### config.mk
export PLATFORM = sky130hd
export DESIGN_NAME = matrix_scan_bcm
export DESIGN_NICKNAME = d
export VERILOG_FILES = /design/src/rtl/matrix_scan_bcm.sv
export SDC_FILE = /design/constraint.sdc
export NUM_CORES = 1
export LEC_CHECK = 0
export CAP_MARGIN = 30
export CORE_MARGIN = 4
export CORE_UTILIZATION = 50
export DETAILED_ROUTE_END_ITERATION = 12
export PLACE_DENSITY = 0.78
export SLEW_MARGIN = 20
export SYNTH_ARGS = -nofsm -noshare
export SYNTH_HDL_FRONTEND = slang
export SYNTH_SLANG_ARGS = --single-unit
### constraint.sdc
create_clock -name clk_in -period 6.15 [get_ports clk_in]
set_clock_uncertainty 0.2 [all_clocks]
set_input_delay 1.23 -clock clk_in [delete_from_list [all_inputs] [get_ports clk_in]]
set_output_delay 1.23 -clock clk_in [all_outputs]
set_load 0.005 [all_outputs]
### src/rtl/matrix_scan_bcm.sv
// HUB75-style LED matrix scanner with binary code modulation.
// Shifts the next (row, plane) while the current one is displayed.
module matrix_scan_bcm #(
  parameter int PIXEL_WIDTH             = 64,
  parameter int PIXEL_HALFHEIGHT        = 16,
  parameter int BRIGHTNESS_LEVELS       = 6,
  parameter int BRIGHTNESS_BASE_TIMEOUT = 32,
  parameter int BLANK_CYCLES            = 2,
  localparam int ROW_BITS =
    (PIXEL_HALFHEIGHT > 1) ? $clog2(PIXEL_HALFHEIGHT) : 1,
  localparam int COL_BITS =
    (PIXEL_WIDTH > 1) ? $clog2(PIXEL_WIDTH) : 1
) (
  input  logic                         clk_in,
  input  logic                         reset,
  input  logic [7:0]                   global_dim,
  output logic [COL_BITS-1:0]          column_address,
  output logic [ROW_BITS-1:0]          row_address,
  output logic [ROW_BITS-1:0]          row_address_active,
  output logic                         clk_pixel_load,
  output logic                         clk_pixel,
  output logic                         row_latch,
  output logic                         output_enable,
  output logic [BRIGHTNESS_LEVELS-1:0] brightness_mask,
  output logic                         frame_start
);

  localparam int PL_BITS =
    (BRIGHTNESS_LEVELS > 1) ? $clog2(BRIGHTNESS_LEVELS) : 1;
  localparam int MAX_T =
    BRIGHTNESS_BASE_TIMEOUT << (BRIGHTNESS_LEVELS - 1);
  localparam int TW = $clog2(MAX_T + 1);
  localparam int BW = $clog2(BLANK_CYCLES + 1);
  localparam int PW = TW + 9;

  localparam logic [1:0] S_SHIFT = 2'd0;
  localparam logic [1:0] S_WAIT  = 2'd1;
  localparam logic [1:0] S_BLANK = 2'd2;
  localparam logic [1:0] S_LATCH = 2'd3;

  localparam logic [COL_BITS-1:0] COL_LAST =
    COL_BITS'(PIXEL_WIDTH - 1);
  localparam logic [ROW_BITS-1:0] ROW_LAST =
    ROW_BITS'(PIXEL_HALFHEIGHT - 1);
  localparam logic [PL_BITS-1:0] PL_LAST =
    PL_BITS'(BRIGHTNESS_LEVELS - 1);
  localparam logic [BW-1:0] BLK_LAST =
    BW'(BLANK_CYCLES - 1);

  logic                run_q, run_d;
  logic [1:0]          state_q, state_d;
  logic                phase_q, phase_d;
  logic [COL_BITS-1:0] col_q, col_d;
  logic [ROW_BITS-1:0] row_q, row_d;
  logic [ROW_BITS-1:0] act_q, act_d;
  logic [PL_BITS-1:0]  plane_q, plane_d;
  logic [BW-1:0]       blk_q, blk_d;
  logic [TW-1:0]       cnt_q, cnt_d;
  logic [TW-1:0]       len_q, len_d;
  logic [TW-1:0]       on_q, on_d;
  logic [7:0]          dim_q, dim_d;

  logic                fs;
  logic                done;
  logic [TW-1:0]       t_lat;
  logic [PW-1:0]       prod;

  // Scan sequencing, display timer and BCM on-time computation
  always_comb begin
    run_d   = run_q;
    state_d = state_q;
    phase_d = phase_q;
    col_d   = col_q;
    row_d   = row_q;
    act_d   = act_q;
    plane_d = plane_q;
    blk_d   = blk_q;
    cnt_d   = cnt_q;
    len_d   = len_q;
    on_d    = on_q;
    dim_d   = dim_q;
    fs = run_q && (state_q == S_SHIFT) && !phase_q &&
         (col_q == '0) && (row_q == '0) && (plane_q == '0);
    done  = (cnt_q >= len_q);
    t_lat = TW'(BRIGHTNESS_BASE_TIMEOUT) << plane_q;
    prod  = PW'(t_lat) * PW'({1'b0, dim_q} + 9'd1);
    if (!done) cnt_d = cnt_q + TW'(1);
    if (fs) dim_d = global_dim;
    if (!run_q) begin
      run_d = 1'b1;
    end else begin
      unique case (state_q)
        S_SHIFT: begin
          if (!phase_q) begin
            phase_d = 1'b1;
          end else begin
            phase_d = 1'b0;
            if (col_q == COL_LAST) begin
              col_d   = '0;
              blk_d   = '0;
              state_d = done ? S_BLANK : S_WAIT;
            end else begin
              col_d = col_q + COL_BITS'(1);
            end
          end
        end
        S_WAIT: begin
          if (done) begin
            blk_d   = '0;
            state_d = S_BLANK;
          end
        end
        S_BLANK: begin
          if (blk_q == BLK_LAST) state_d = S_LATCH;
          else blk_d = blk_q + BW'(1);
        end
        default: begin
          act_d   = row_q;
          cnt_d   = '0;
          len_d   = t_lat;
          on_d    = TW'(prod >> 8);
          state_d = S_SHIFT;
          if (plane_q == PL_LAST) begin
            plane_d = '0;
            row_d = (row_q == ROW_LAST) ? '0 : row_q + ROW_BITS'(1);
          end else begin
            plane_d = plane_q + PL_BITS'(1);
          end
        end
      endcase
    end
  end

  // State registers; timer starts expired so the first load latches at once
  always_ff @(posedge clk_in or negedge reset) begin
    if (!reset) begin
      run_q   <= 1'b0;
      state_q <= S_SHIFT;
      phase_q <= 1'b0;
      col_q   <= '0;
      row_q   <= '0;
      act_q   <= '0;
      plane_q <= '0;
      blk_q   <= '0;
      cnt_q   <= '0;
      len_q   <= '0;
      on_q    <= '0;
      dim_q   <= 8'hFF;
    end else begin
      run_q   <= run_d;
      state_q <= state_d;
      phase_q <= phase_d;
      col_q   <= col_d;
      row_q   <= row_d;
      act_q   <= act_d;
      plane_q <= plane_d;
      blk_q   <= blk_d;
      cnt_q   <= cnt_d;
      len_q   <= len_d;
      on_q    <= on_d;
      dim_q   <= dim_d;
    end
  end

  assign column_address     = col_q;
  assign row_address        = row_q;
  assign row_address_active = act_q;
  assign clk_pixel_load     = run_q && (state_q == S_SHIFT) && !phase_q;
  assign clk_pixel          = (state_q == S_SHIFT) && phase_q;
  assign row_latch          = (state_q == S_LATCH);
  assign output_enable      = run_q && (cnt_q < on_q) &&
                              ((state_q == S_SHIFT) || (state_q == S_WAIT));
  assign brightness_mask    = BRIGHTNESS_LEVELS'(1) << plane_q;
  assign frame_start        = fs;

endmodule

==> impl_metrics.ini, run 1 <==
[sta]
period_minus_slack_ns = 5.29
fin_hold_ws_ns = 0.277
rsz0062_at_grt = false
fin_setup_tns_ns = 0
fmax_mhz = 189
worst_pin_slew_ns = 0.745
fin_crit_sh_pct = 86.1
finalSetupViolCount = 0
maxSlewViolCount = 0
timing_hold_violations_final = 0
relSlewSlack_pct = 50.4

[cts]
cts_hold_buf = 0
path_clk_slew_ns = 0.07
cts_setup_buffers = 0
clock_sinks = 59
ctsResizeCount = 0
cts-root-buf = clkbuf_8
numCtsBuffers = 9
cts_tree = built
clk_latency_ns = 0.35
max-clock-path-buffers = 2
htree_levels = 3

[synth]
synth.top_cells.by_area = dfrtp_1 26%, ha_1 15%, fa_1 11%
ys_top_cells_by_count = 98 x nand2_1, 86 x inv_1, 61 x ha_1
synth.largest_area_cell = dfrtp_1
synth_nets = 664
synth_most_common_cell = nand2_1
async_flop_share_pct = 100
ys_seq_area_share_pct = 30.1
synthCells = 565
netlist_area_sq_mm = 0.00494
yosys_warnings = 0
yosysTopAreaCellShare_pct = 25.8
synth-seq-cells = 59
synth-main-ff-cell = dfrtp_1
synth_cell_types = 47
synth_edf_count = 0
syn_avg_cell_area_sq_um = 8.75

[power_and_ir_drop]
pwr-share-seq_pct = 39.1
power_frac_clock_pct = 33.6
p_int_uw = 888
switching_share_pct = 32.8
p_leak_nw = 2.97
ir_drop_uv = 191
p_per_area_mw_per_mm2 = 233
p_switching_uw = 434
combPwrFrac_pct = 27.3

[route]
avgViaCountPerCell = 5.26
wl_per_cell_um = 14.0
ant_nets = 0
drcViolationCount = 0
num_vias = 3902
drtIter0Drc = 216
drtPass1Iterations = 5
wirelength_um = 10400

[placed_design]
numPortBuffers = 34
gp_congestion = 0.938
hpwlAfterDp_um = 7920
dpl_cell_area_sq_mm = 0.00540
dp.cells = 725

[setup_path]
cp_slowest_cell = dfstp_2
required_ns = 6.20
startpoint_type = register
arrival_ns = 5.34
slowest_delay_ns = 0.57
cp_top_family = adder cells
worst-setup-path-type = reg -> reg
crit_top_cell = fa_1
crit_chain = nand3_1 > nor2_1 > nand3_1 > xnor2_1 > nand2_1 > fa_1 > fa_1 > inv_1 > fa_1 > inv_1 > fa_1 > inv_1 > ha_1 > or3_1 > o211a_1 > o21a_1 > o31ai_1
end_kind = register
critPathMaxFanout = 5
path_buf_inv = 3

[finish]
drive_above_1_share_pct = 5.75
fin_area_sq_mm = 0.00566
layoutNonFillerInstCount = 742
num_antenna_cells = 0
syn_to_final_growth_pct = 14.6
final_util_pct = 58.5
num-nets-final = 703

[global_routing]
grt_overflow = 0
grt.total_usage_pct = 19.5
grt_max_degree = 60
first_global_vias = 3917
grt_pass1_wl_um = 18100
antenna_found_initial = 0

[die]
core_sq_mm = 0.00968
dieArea_sq_mm = 0.0115
start_util_pct = 51.0
num_io_pins = 35
die-height_um = 107
num_rows = 36
die_x_um = 107

[hold_path]
hp-class = reg -> reg

[run_status]
status = completed

[flow_run]
drv_cap = 0
==> final timing paths <==
path,startpoint,endpoint,slack (ns),cells after the start
worst max-delay path,dim_q[2],on_q[9],0.86,17
worst min-delay path,dim_q[4],dim_q[4],0.28,2
worst max register to register,dim_q[2],on_q[9],0.86,17
worst min register to register,dim_q[4],dim_q[4],0.28,2
max in group asynchronous,reset,on_q[2],4.42,2
min in group asynchronous,reset,column_address[5],0.82,2
==> placed cells by master, fill, tap and decap left out, types with 3 or more instances in the layout <==
master           count
a21o_1               6
fa_1                28
xnor2_1             12
a21oi_1              9
and2_1               9
nand2b_1            12
clkdlybuf4s50_1     33
and3_1               3
dfstp_2              8
nor2b_1              5
nand2_1             98
clkbuf_8             9
o31ai_1              6
nor2_1              38
nand3_1             19
nand4_1              3
ha_1                61
nor4_1               5
o21ai_0             31
inv_1               86
mux2i_1              4
or3_1                3
o21a_1               7
dfrtp_1             51
bufinv_16            3
nor3_1               7
xor2_1              14
==> kinds of logic after synthesis <==
kind of cell / after synthesis / synth area share (%)
AOI/OAI and AO/OA: 77 / 10.0
xor gates and xnor gates: 26 / 4.61
adders and majority gates: 89 / 26.8
buffers and inverters: 97 / 7.82
DFF: 59 / 30.1
muxes: 6 / 1.27
other: 2 / 0.152
and+or+nand+nor: 209 / 19.2
==> per-stage QoR <==
| step | setup slack (ns) | total power, mW |
|---|---|---|
| 2_1_floorplan | 1.23 | 0.750 |
| 3_3_place_gp | 1.10 | 0.870 |
| 3_5_place_dp | 0.960 | 0.883 |
| 4_1_cts | 0.861 | 1.33 |
| 5_1_grt | 0.480 | 1.42 |
| 6_report | 0.857 | 1.32 |
==> power by group through the flow <==
stage	clock, mW	sequential, mW	combinational, mW
4_1_cts	0.449	0.514	0.368
5_1_grt	0.466	0.527	0.423
2_1_floorplan	0	0.511	0.239
6_report	0.444	0.516	0.361
3_5_place_dp	0	0.522	0.361
3_3_place_gp	0	0.517	0.353
==> layer usage <==
layer / track usage (%) / wire [um]
met1: 25.8 / 4500
met2: 32.5 / 5220
met3: 2.76 / 434
met4: 7.30 / 219
met5: 0 / 0
==> registers in the layout (all words and copies together), names as in the netlist <==
| signal | count |
|---|---|
| blk_q | 2 |
| cnt_q | 11 |
| column_address | 6 |
| dim_q | 8 |
| len_q | 6 |
| on_q | 11 |
| phase_q | 1 |
| plane_q | 3 |
| row_address | 4 |
| row_address_active | 4 |
| run_q | 1 |
| state_q | 2 |
==> worst reg2reg max path, stage by stage (launching register included) <==
cell,delay [ns]
dfstp_2,0.57
nand3_1,0.18
nor2_1,0.22
nand3_1,0.15
xnor2_1,0.29
nand2_1,0.13
fa_1,0.50
fa_1,0.54
inv_1,0.05
fa_1,0.52
inv_1,0.05
fa_1,0.52
inv_1,0.04
ha_1,0.23
or3_1,0.35
o211a_1,0.23
o21a_1,0.19
o31ai_1,0.22
==> area by class of cell <==
cell class                      count  area (sq um)
Fill cell                         826          4020
Multi-Input combinational cell    409          3070
Sequential cell                    59          1490
Timing Repair Buffer               37           365
Inverter                           88           330
Tap cell                          133           166
Clock buffer                        9           124
Clock inverter                      7           124
(Power assumes the default switching activity.)
==> run 2, diff against run 1 <==
Settings changed: MAX_ROUTING_LAYER from default to met4.
==> impl_metrics.ini, run 2 (synthesis gave the netlist of run 1 again) <==
[cts]
max-clock-path-buffers = 2
clk_latency_ns = 0.35
numCtsBuffers = 9
htree_levels = 3
ctsResizeCount = 0
clock_sinks = 59
cts-root-buf = clkbuf_8
cts_hold_buf = 0
path_clk_slew_ns = 0.07
cts_tree = built
cts_setup_buffers = 0

[die]
start_util_pct = 51.0
die-height_um = 107
dieArea_sq_mm = 0.0115
core_sq_mm = 0.00968
num_io_pins = 35
num_rows = 36
die_x_um = 107

[sta]
timing_hold_violations_final = 0
worst_pin_slew_ns = 0.745
finalSetupViolCount = 0
maxSlewViolCount = 0
period_minus_slack_ns = 5.30
rsz0062_at_grt = false
fin_hold_ws_ns = 0.280
fin_setup_tns_ns = 0
fmax_mhz = 189
fin_crit_sh_pct = 86.3
relSlewSlack_pct = 50.4

[power_and_ir_drop]
p_leak_nw = 2.97
p_per_area_mw_per_mm2 = 233
ir_drop_uv = 190

[finish]
syn_to_final_growth_pct = 14.6
drive_above_1_share_pct = 5.75
num_antenna_cells = 0
final_util_pct = 58.5
num-nets-final = 703
fillers = 826
ff_latch_area_sq_mm = 0.00149
mostFrequentLayoutCell = nand2_1
layout_common_cells = 98 x nand2_1, 86 x inv_1, 61 x ha_1
reg_top3 = cnt_q: 11 flops, on_q: 11 flops, dim_q: 8 flops
multi_input_area_sq_mm = 0.00307

[route]
ant_nets = 0
drtPass1Iterations = 4
avgViaCountPerCell = 5.25
drtIter0Drc = 220
drcViolationCount = 0
wl_per_cell_um = 13.9
num_vias = 3895
wirelength_um = 10300

[setup_path]
arrival_ns = 5.35
crit_top_cell = fa_1
cp_slowest_cell = dfstp_2
startpoint_type = register
required_ns = 6.20
crit_chain = nand3_1 > nor2_1 > nand3_1 > xnor2_1 > nand2_1 > fa_1 > fa_1 > inv_1 > fa_1 > inv_1 > fa_1 > inv_1 > ha_1 > or3_1 > o211a_1 > o21a_1 > o31ai_1
critPathMaxFanout = 5
slowest_delay_ns = 0.57
rrSetupSlack_ns = 0.85
end_kind = register
worst-setup-path-type = reg -> reg

[hold_path]
hp-class = reg -> reg

[run_status]
status = completed

[flow_run]
drv_cap = 0

[global_routing]
grt_overflow = 0
grt_pass1_wl_um = 18100
grt.total_usage_pct = 20.0
first_global_vias = 3922
antenna_found_initial = 0
grt_max_degree = 60

[placed_design]
numPortBuffers = 34
gp_congestion = 0.955
hpwlAfterDp_um = 7920
-- run 2: worst paths after layout --
path                               start                 to  depth (start not counted)
worst max-delay path            dim_q[2]            on_q[9]                         17
worst min-delay path            dim_q[4]           dim_q[4]                          2
worst max register to register  dim_q[2]            on_q[9]                         17
worst min register to register  dim_q[4]           dim_q[4]                          2
max in group asynchronous          reset            on_q[4]                          2
min in group asynchronous          reset  column_address[5]                          2
-- run 2: layer usage --
metal / global-route usage (%) / vias up / part of all wire (%)
li1: - / 1905 / -
met1: 26.1 / 1864 / 43
met2: 32.4 / 109 / 50
met3: 2.34 / 17 / 5.0
met4: 7.30 / 0 / 2.1
met5: - / - / 0
-- run 2: cell type report --
cell class              count  area share [%]
clock buffers               9            2.19
multi-input cells         409            54.2
flip-flops and latches     59            26.2
inverters                  88            5.83
clock inverters             7            2.19
well taps                 133            2.94
repair buffers             37            6.45
-- run 2: stage by stage --
stage / std cells / power (mW) / setup slack (ns) / cell area, sq um
after floorplan: 565 / 0.750 / 1.23 / 4940
after global placement: 725 / 0.870 / 1.10 / 5400
after detailed placement: 725 / 0.883 / 0.960 / 5400
after CTS: 741 / 1.33 / 0.861 / 5650
after global routing: 742 / 1.42 / 0.480 / 5660
final: 742 / 1.32 / 0.845 / 5660
-- run 2: critical path, delay by kind of cell, from the launching register on --
family,cells,cell delay (ns)
AO/OA/AOI/OAI,3,0.64
XOR/XNOR,1,0.29
adder cells (fa/ha/maj),5,2.31
buffers and inverters,3,0.14
flip-flops,1,0.57
AND/OR/NAND/NOR,5,1.05
-- run 2: where the power goes --
part           switching (mW)  total [mW]  internal [mW]
Sequential             0.0614       0.515          0.454
Clock                   0.173       0.445          0.272
Combinational           0.199       0.362          0.162
